<file path="config.mk">
export PLATFORM = sky130hd
export DESIGN_NAME = fifo_unpacker
export DESIGN_NICKNAME = d
export VERILOG_FILES = /design/src/rtl/fifo_unpacker_pkg.sv /design/src/rtl/fifo_unpacker.sv
export SDC_FILE = /design/constraint.sdc
export NUM_CORES = 1
export LEC_CHECK = 0
export CAP_MARGIN = 20
export CELL_PAD_IN_SITES_DETAIL_PLACEMENT = 1
export CELL_PAD_IN_SITES_GLOBAL_PLACEMENT = 2
export CORE_MARGIN = 3
export CORE_UTILIZATION = 31
export DETAILED_ROUTE_END_ITERATION = 10
export PLACE_DENSITY = 0.92
export SETUP_SLACK_MARGIN = 0.02
export SKIP_LAST_GASP = 1
export SLEW_MARGIN = 25
export SYNTH_ARGS = -nofsm -noshare
export SYNTH_HDL_FRONTEND = slang
export SYNTH_SLANG_ARGS = --single-unit
</file>
<file path="constraint.sdc">
create_clock -name clk_i -period 2.9 [get_ports clk_i]
set_input_delay 0.29 -clock clk_i [delete_from_list [all_inputs] [get_ports clk_i]]
set_output_delay 0.29 -clock clk_i [all_outputs]
set_load 0.005 [all_outputs]
</file>
<file path="src/rtl/fifo_unpacker_pkg.sv">
// Shared types and helpers for the FIFO read-side word-to-beat unpacker.
package fifo_unpacker_pkg;

    typedef enum logic {
        EMPTY = 1'b0,
        HOLD  = 1'b1
    } state_t;

    function automatic int beat_count(input int dwidth, input int owidth);
        return dwidth / owidth;
    endfunction

endpackage

</file>
<file path="src/rtl/fifo_unpacker.sv">
// Pops words from a first-word-fall-through FIFO and streams them out as
// OWIDTH-bit beats on a valid/ready interface, flagging the last beat of each word.
module fifo_unpacker
    import fifo_unpacker_pkg::*;
#(
    parameter int DWIDTH    = 32,
    parameter int OWIDTH    = 8,
    parameter int MSB_FIRST = 0,
    parameter int CWIDTH    = 16
) (
    input  logic              clk_i,
    input  logic              rst_i,
    input  logic              fifo_empty_i,
    input  logic [DWIDTH-1:0] fifo_data_i,
    output logic              fifo_read_o,
    output logic [OWIDTH-1:0] out_data_o,
    output logic              out_valid_o,
    input  logic              out_ready_i,
    output logic              out_last_o,
    output logic [CWIDTH-1:0] words_o
);

    localparam int BEATS  = beat_count(DWIDTH, OWIDTH);
    localparam int IWIDTH = (BEATS > 1) ? $clog2(BEATS) : 1;
    localparam logic [IWIDTH-1:0] LAST_IDX = IWIDTH'(BEATS - 1);

    if (((DWIDTH % OWIDTH) != 0) || (BEATS < 2)) begin : g_param_check
        $error("fifo_unpacker: DWIDTH must be a multiple of OWIDTH giving at least two beats");
    end

    state_t              state_q, state_d;
    logic [DWIDTH-1:0]   shift_q, shift_d;
    logic [IWIDTH-1:0]   index_q, index_d;
    logic [CWIDTH-1:0]   words_q, words_d;
    logic                handshake;
    logic                at_last;
    logic                pop;

    assign handshake = (state_q == HOLD) && out_ready_i;
    assign at_last   = (index_q == LAST_IDX);
    // No pop may leak out while reset holds the FSM in EMPTY.
    assign pop       = !rst_i && !fifo_empty_i &&
                       ((state_q == EMPTY) || (handshake && at_last));

    always_ff @(posedge clk_i or posedge rst_i) begin
        if (rst_i) begin
            state_q <= EMPTY;
            shift_q <= '0;
            index_q <= '0;
            words_q <= '0;
        end else begin
            state_q <= state_d;
            shift_q <= shift_d;
            index_q <= index_d;
            words_q <= words_d;
        end
    end

    always_comb begin
        state_d = state_q;
        case (state_q)
            EMPTY:   if (!fifo_empty_i) state_d = HOLD;
            HOLD:    if (handshake && at_last && fifo_empty_i) state_d = EMPTY;
            default: state_d = EMPTY;
        endcase
    end

    // A pop reloads the register; otherwise only an accepted non-final beat advances it.
    always_comb begin
        shift_d = shift_q;
        index_d = index_q;
        words_d = words_q;
        if (pop) begin
            shift_d = fifo_data_i;
            index_d = '0;
            words_d = words_q + CWIDTH'(1);
        end else if (handshake && !at_last) begin
            if (MSB_FIRST != 0) begin
                shift_d = shift_q << OWIDTH;
            end else begin
                shift_d = shift_q >> OWIDTH;
            end
            index_d = index_q + IWIDTH'(1);
        end
    end

    always_comb begin
        out_valid_o = (state_q == HOLD);
        out_last_o  = (state_q == HOLD) && at_last;
        fifo_read_o = pop;
        if (MSB_FIRST != 0) begin
            out_data_o = shift_q[DWIDTH-1 -: OWIDTH];
        end else begin
            out_data_o = shift_q[OWIDTH-1:0];
        end
    end

    assign words_o = words_q;

endmodule

</file>
==> flow_metrics.py, run 1 <==
metrics = {
    "timing": {
        "clock-skew-final_ps": 10.6,
        "rsz0062_at_grt": "no",
        "report.final.slew_viol_count": 0,
        "fmaxAchievable_mhz": 458,
        "setup_viol_count_final": 0,
        "final_period_minus_worst_setup_slack_ps": 2180,
        "worst_setup_slack_final_ps": 719,
        "worst_relative_slew_slack_pct": 62.4,
        "period_utilization_pct": 75.2,
        "tightestPinTransition_ps": 563,
        "final.setup.tns_ps": 0,
        "report.final.hold_viol_count": 0,
    },
    "cts": {
        "post_cts_resize_count": 0,
        "ctsLongestPathBuffers": 2,
        "ctsHtreeMaxLevel": 2,
        "worst_skew_pair.late_latency_ps": 310,
        "cts.clk_slew.worst_paths_ps": 90,
        "clk_root_buffer_cell": "sky130_fd_sc_hd__clkbuf_8",
        "cts_buffers": 5,
        "cts_setup_buffers": 0,
        "cts_hold_buf": 0,
        "clock_sinks": 51,
        "tritoncts": "yes",
    },
    "placement": {
        "gpl.final_weighted_congestion": 0.769,
        "buffer_ports.inserted": 62,
        "hpwl_mm": 4.18,
        "placement.setup.worst_slack_ps": 814,
    },
    "detailed_routing": {
        "drc": 0,
        "wl_met1_mm": 2.55,
        "detail_route.iter0.violations": 25,
        "vias": 1729,
        "maxUsedRoutingLayer": "met4",
        "post_drt_wl_per_cell_um": 14.6,
        "vias_per_cell": 4.57,
        "ant_nets": 0,
        "route.met3.wl_um": 215,
        "route.met2.wl_mm": 2.68,
        "routed_wl_mm": 5.53,
        "detailedRoute.firstPassIterationCount": 3,
    },
    "synth": {
        "number_of_storage_elements_in_the_synthesis_netlist": 51,
        "synth_top_area_share_pct": 55.6,
        "netlist.top_cell.by_area": "sky130_fd_sc_hd__dfrtp_1",
        "netlist_top_cells_count": "sky130_fd_sc_hd__nand2_1 (65), sky130_fd_sc_hd__dfrtp_1 (51), sky130_fd_sc_hd__a22oi_1 (18)",
        "yosysWarnings": 0,
        "synth.lib_cells_used.distinct": 29,
        "postSynth.asyncResetShare_pct": 100,
        "synth_fp_nets": 262,
        "synth_area_leaders": "sky130_fd_sc_hd__dfrtp_1 (56%), sky130_fd_sc_hd__nand2_1 (11%), sky130_fd_sc_hd__a22oi_1 (5.9%)",
        "syn_avg_cell_area_um2": 10.3,
        "synth_edf_count": 0,
        "synth_area_um2": 2300,
        "postSynth.topFlopCell": "sky130_fd_sc_hd__dfrtp_1",
        "ys_seq_area_share_pct": 55.6,
        "post-synth-top-count-cell": "sky130_fd_sc_hd__nand2_1",
        "synthesis.instances": 224,
    },
    "floorplan": {
        "fp.dieH_um": 92.1,
        "row_count": 30,
        "dieWidth_um": 92.1,
        "floorplan.die_area_um2": 8480,
        "core_um2": 6980,
        "design.portCount": 63,
        "start_util_pct": 32.9,
    },
    "run_status": {
        "result_of_the_run": "completed",
    },
    "cells_and_area": {
        "insertedDiodeCount": 0,
        "design.final.nets": 319,
        "drive_above_1_share_pct": 6.74,
        "area_growth_pct": 33.3,
    },
    "grt": {
        "overflow": 0,
        "pin_count_of_the_biggest_net_entering_global_routing": 31,
        "number_of_antenna_violations_at_the_first_check_in_global_routing": 0,
        "grt_pass1_wl_mm": 9.27,
        "groute.usage.overall_pct": 13.9,
        "via_count_of_the_first_global_routing_pass": 1807,
    },
    "worst_setup_path": {
        "worst_r2r_startpoint": "index_q[0]$_DFFE_PP0P_",
        "path_class": "flip-flop to output port",
        "critical_path.max_fanout": 5,
        "critPathLaunch": "index_q[0]$_DFFE_PP0P_",
        "cp.arrival_ps": 1890,
        "reg2reg_slack_ps": 1060,
        "timing.critical_path.from_type": "flip-flop",
        "reg2reg_depth": 5,
        "required_time_at_the_worst_slack_endpoint_ps": 2610,
        "crit-reg2reg-capture": "words_o[1]$_DFFE_PP0P_",
        "crit_end": "fifo_read_o",
        "worstSetupEndpointType": "output port",
    },
    "pwr": {
        "vdd_ir_drop_max_v": 0.000205,
        "cellLeakagePower_nw": 1.36,
        "total_power_density_per_cell_area_nw_per_um2": 670,
    },
    "hold_path": {
        "worstHoldPathType": "flip-flop to flip-flop",
    },
    "job": {
        "timing.max_cap.violations": 0,
    },
}
==> report_power, final <==
| group | internal (W) | total (W) | leakage (nW) | switching (W) |
|---|---|---|---|---|
| Combinational | 0.000329 | 0.000623 | 0.637 | 0.000294 |
| Sequential | 0.000898 | 0.00103 | 0.682 | 0.000127 |
| Clock | 0.000169 | 0.000403 | 0.0412 | 0.000234 |
==> routing by layer <==
layer	global-route usage, %	vias up
met5	0	-
met4	4.46	0
met3	3.12	7
met2	22.3	37
met1	18.7	820
li1	-	865
==> registers in the layout, summed over array words and instances (netlist names) <==
register	count
index_q	2
shift_q	32
words_o	16
out_valid_o	1
==> cells in the final DEF (no fill, tap or decap), types with 2 or more instances in the layout <==
master / count
sky130_fd_sc_hd__nand2_1: 65
sky130_fd_sc_hd__clkdlybuf4s50_1: 62
sky130_fd_sc_hd__dfrtp_1: 51
sky130_fd_sc_hd__a22oi_1: 18
sky130_fd_sc_hd__o21ai_0: 14
sky130_fd_sc_hd__xnor2_1: 10
sky130_fd_sc_hd__nand3_1: 7
sky130_fd_sc_hd__mux2i_1: 6
sky130_fd_sc_hd__xor2_1: 6
sky130_fd_sc_hd__nor2_1: 6
sky130_fd_sc_hd__clkbuf_8: 5
sky130_fd_sc_hd__nand4_1: 4
sky130_fd_sc_hd__nor3_1: 4
sky130_fd_sc_hd__buf_4: 4
sky130_fd_sc_hd__ha_1: 2
==> worst max-delay path, stage by stage, from the launching register on <==
cell,delay [ps]
sky130_fd_sc_hd__dfrtp_1,380
sky130_fd_sc_hd__ha_1,250
sky130_fd_sc_hd__a21boi_2,130
sky130_fd_sc_hd__nor3_4,260
sky130_fd_sc_hd__clkdlybuf4s50_1,570
==> layout make-up <==
| cell class | instances | area [um^2] |
|---|---|---|
| well taps | 96 | 120 |
| multi-input cells | 154 | 902 |
| repair buffers | 67 | 671 |
| fillers | 788 | 3920 |
| clock buffers | 6 | 72.6 |
| flip-flops and latches | 51 | 1280 |
| clock inverters | 2 | 12.5 |
| inverters | 2 | 7.51 |
==> kinds of logic (layout without fill, tap and decap cells) <==
kind of cell | after synthesis | count (layout) | share of synthesized area [%]
buffers and inverters | 19 | 77 | 5.17
xor gates and xnor gates | 16 | 16 | 6.10
and+or+nand+nor | 93 | 93 | 18.2
muxes | 7 | 7 | 3.10
adders and majority gates | 2 | 2 | 1.09
DFF | 51 | 51 | 55.6
AOI/OAI and AO/OA | 36 | 36 | 10.8
==> per-stage QoR <==
stage / power [W] / cell area, um^2 / hold slack, ps / instances / utilization (%)
after global routing: 0.00221 / 3060 / 517 / 378 / 43.9
after global placement: 0.00165 / 2980 / 459 / 370 / 42.6
after floorplan: 0.00142 / 2300 / 358 / 224 / -
after detailed placement: 0.00168 / 2980 / 464 / 370 / 42.6
final: 0.00205 / 3060 / 478 / 378 / 43.9
after CTS: 0.00209 / 3060 / 487 / 378 / 43.9
==> worst min-delay path by stage <==
stage	startpoint	end	slack, ps	cells past startpoint
CTS	shift_q[5]$_DFFE_PP0P_	shift_q[5]$_DFFE_PP0P_	490	2
global route	shift_q[8]$_DFFE_PP0P_	shift_q[8]$_DFFE_PP0P_	520	2
floorplan	fifo_empty_i	out_valid_o$_DFF_PP0_	360	1
global placement	shift_q[4]$_DFFE_PP0P_	shift_q[4]$_DFFE_PP0P_	460	2
detailed placement	shift_q[16]$_DFFE_PP0P_	shift_q[16]$_DFFE_PP0P_	460	2
finish	shift_q[5]$_DFFE_PP0P_	shift_q[5]$_DFFE_PP0P_	480	2
Power figures use the tool's default switching activity.
==> run 2: changes to the inputs <==
--- a/config.mk
+++ b/config.mk
@@ -9,9 +9,9 @@
 export CELL_PAD_IN_SITES_DETAIL_PLACEMENT = 1
 export CELL_PAD_IN_SITES_GLOBAL_PLACEMENT = 2
 export CORE_MARGIN = 3
-export CORE_UTILIZATION = 31
+export CORE_UTILIZATION = 26
 export DETAILED_ROUTE_END_ITERATION = 10
-export PLACE_DENSITY = 0.92
+export PLACE_DENSITY = 0.83
 export SETUP_SLACK_MARGIN = 0.02
 export SKIP_LAST_GASP = 1
 export SLEW_MARGIN = 25
==> constraint.sdc (replaced) <==
create_clock -name clk_i -period 1.7 [get_ports clk_i]
set_input_delay 0.17 -clock clk_i [delete_from_list [all_inputs] [get_ports clk_i]]
set_output_delay 0.17 -clock clk_i [all_outputs]
set_load 0.005 [all_outputs]
==> flow_metrics.py, run 2 (synthesized netlist as in run 1, its figures left out) <==
metrics = {
    "pwr": {
        "total_power_density_per_cell_area_nw_per_um2": 1210,
        "vdd_ir_drop_max_v": 0.000382,
        "cellLeakagePower_nw": 1.50,
        "design_power_total_w": 0.00404,
    },
    "worst_setup_path": {
        "cp.arrival_ps": 1800,
        "critical_path.max_fanout": 9,
        "required_time_at_the_worst_slack_endpoint_ps": 1880,
        "timing.critical_path.from_type": "flip-flop",
        "worstSetupEndpointType": "flip-flop",
        "path_class": "flip-flop to flip-flop",
    },
    "detailed_routing": {
        "post_drt_wl_per_cell_um": 14.2,
        "detail_route.iter0.violations": 57,
        "ant_nets": 0,
        "vias_per_cell": 4.42,
        "drc": 0,
        "detailedRoute.firstPassIterationCount": 4,
        "routed_wl_mm": 5.75,
        "vias": 1786,
    },
    "cells_and_area": {
        "top_library_cells_by_usage_in_the_layout_fill_and_taps_aside": "sky130_fd_sc_hd__nand2_1 (65), sky130_fd_sc_hd__clkdlybuf4s50_1 (60), sky130_fd_sc_hd__dfrtp_1 (51)",
        "design.final.nets": 336,
        "fill_cells": 945,
        "mostFrequentLayoutCell": "sky130_fd_sc_hd__nand2_1",
        "finalCoreUtilization_pct": 39.9,
        "insertedDiodeCount": 0,
        "area_growth_pct": 45.5,
        "registers.top_by_ff_count": "shift_q",
        "drive_above_1_share_pct": 14.0,
        "max_reg_flops": 32,
    },
    "timing": {
        "timing.hold.ws_ps": 376,
        "period_utilization_pct": 95.3,
        "report.final.slew_viol_count": 0,
        "clock-skew-final_ps": 5.85,
        "fmaxAchievable_mhz": 617,
        "worst_relative_slew_slack_pct": 64.3,
        "tightestPinTransition_ps": 535,
        "report.final.hold_viol_count": 0,
        "rsz0062_at_grt": "no",
        "setup_viol_count_final": 0,
        "worst_setup_slack_final_ps": 80.5,
        "final_period_minus_worst_setup_slack_ps": 1620,
        "final.setup.tns_ps": 0,
    },
    "floorplan": {
        "dieWidth_um": 100,
        "design.portCount": 63,
        "start_util_pct": 27.4,
        "core_um2": 8380,
        "row_count": 33,
        "floorplan.die_area_um2": 10000,
        "fp.dieH_um": 100,
    },
    "job": {
        "timing.max_cap.violations": 0,
    },
    "grt": {
        "via_count_of_the_first_global_routing_pass": 1967,
        "groute.usage.overall_pct": 12.0,
        "overflow": 0,
        "grt_pass1_wl_mm": 9.52,
        "number_of_antenna_violations_at_the_first_check_in_global_routing": 0,
        "pin_count_of_the_biggest_net_entering_global_routing": 25,
    },
    "placement": {
        "buffer_ports.inserted": 62,
        "gpl.final_weighted_congestion": 0.764,
        "hpwl_mm": 4.33,
        "placement.setup.worst_slack_ps": -92.1,
    },
    "hold_path": {
        "worstHoldPathType": "input port to asynchronous set/reset pin",
    },
    "cts": {
        "clk_root_buffer_cell": "sky130_fd_sc_hd__clkbuf_8",
        "worst_skew_pair.late_latency_ps": 290,
        "tritoncts": "yes",
        "ctsHtreeMaxLevel": 2,
        "cts.clk_slew.worst_paths_ps": 90,
        "cts_buffers": 5,
        "clock_sinks": 51,
        "ctsLongestPathBuffers": 2,
    },
    "run_status": {
        "result_of_the_run": "completed",
    },
}
## run 2: cell types whose count changed in the layout (fill, tap and decap cells not counted), moves of 3 or more
cell and change:
sky130_fd_sc_hd__a22oi_1 -4, sky130_fd_sc_hd__a22oi_2 +4, sky130_fd_sc_hd__buf_12 +3, sky130_fd_sc_hd__buf_4 +11, sky130_fd_sc_hd__buf_6 +3
## run 2: layout make-up
type | instances | area, um^2 | area share (%)
multi-input cells | 154 | 947 | 28.3
clock buffers | 6 | 72.6 | 2.17
clock inverters | 2 | 60.1 | 1.80
flip-flops and latches | 51 | 1280 | 38.2
repair buffers | 84 | 847 | 25.3
well taps | 105 | 131 | 3.93
inverters | 2 | 7.51 | 0.225
## run 2: critical path: stages (launching register included)
cell and delay [ps]:
sky130_fd_sc_hd__dfrtp_1 410, sky130_fd_sc_hd__ha_4 180, sky130_fd_sc_hd__a21boi_4 70, sky130_fd_sc_hd__nor3_4 240, sky130_fd_sc_hd__buf_6 170, sky130_fd_sc_hd__buf_6 130
sky130_fd_sc_hd__mux2_2 330
## run 2: layer usage
layer | part of all wire, % | routed length (um) | up-vias | GRT usage (%)
li1 | - | - | 898 | -
met1 | 45 | 2600 | 855 | 15.2
met2 | 51 | 2920 | 31 | 21.0
met3 | 3.2 | 183 | 2 | 2.22
met4 | 0.83 | 48 | 0 | 3.42
met5 | 0 | 0 | - | 0
## run 2: power by group
group / switching, W / leakage [nW] / internal, W
Sequential: 0.000205 / 0.682 / 0.00153
Combinational: 0.000582 / 0.749 / 0.000743
Clock: 0.000385 / 0.0654 / 0.000588
## run 2: per-stage QoR
stage          cell area [um^2]  cells
2_1_floorplan              2300    224
3_3_place_gp               3110    392
3_5_place_dp               3110    392
4_1_cts                    3280    403
5_1_grt                    3340    404
6_report                   3340    404
## run 2: path summary, 6_finish.rpt
check	start	to	slack [ps]	cells after the start
max	index_q[1]$_DFFE_PP0P_	words_o[1]$_DFFE_PP0P_	80	6
min	rst_i	words_o[8]$_DFFE_PP0P_	380	2
max reg2reg	index_q[1]$_DFFE_PP0P_	words_o[1]$_DFFE_PP0P_	80	6
min reg2reg	shift_q[7]$_DFFE_PP0P_	shift_q[7]$_DFFE_PP0P_	480	2
max in group asynchronous	rst_i	shift_q[24]$_DFFE_PP0P_	860	3
min in group clk_i	fifo_data_i[30]	shift_q[30]$_DFFE_PP0P_	430	3
## run 2: repair_timing
action                                  CTS  global route
gates cloned                              0             0
endpoints found under the hold margin     0             0
endpoints found under the setup margin   20            37
pin swaps                                 1             4
gates resized for setup                   3            12
hold buffers                              0             0
buffers inserted                          3             1
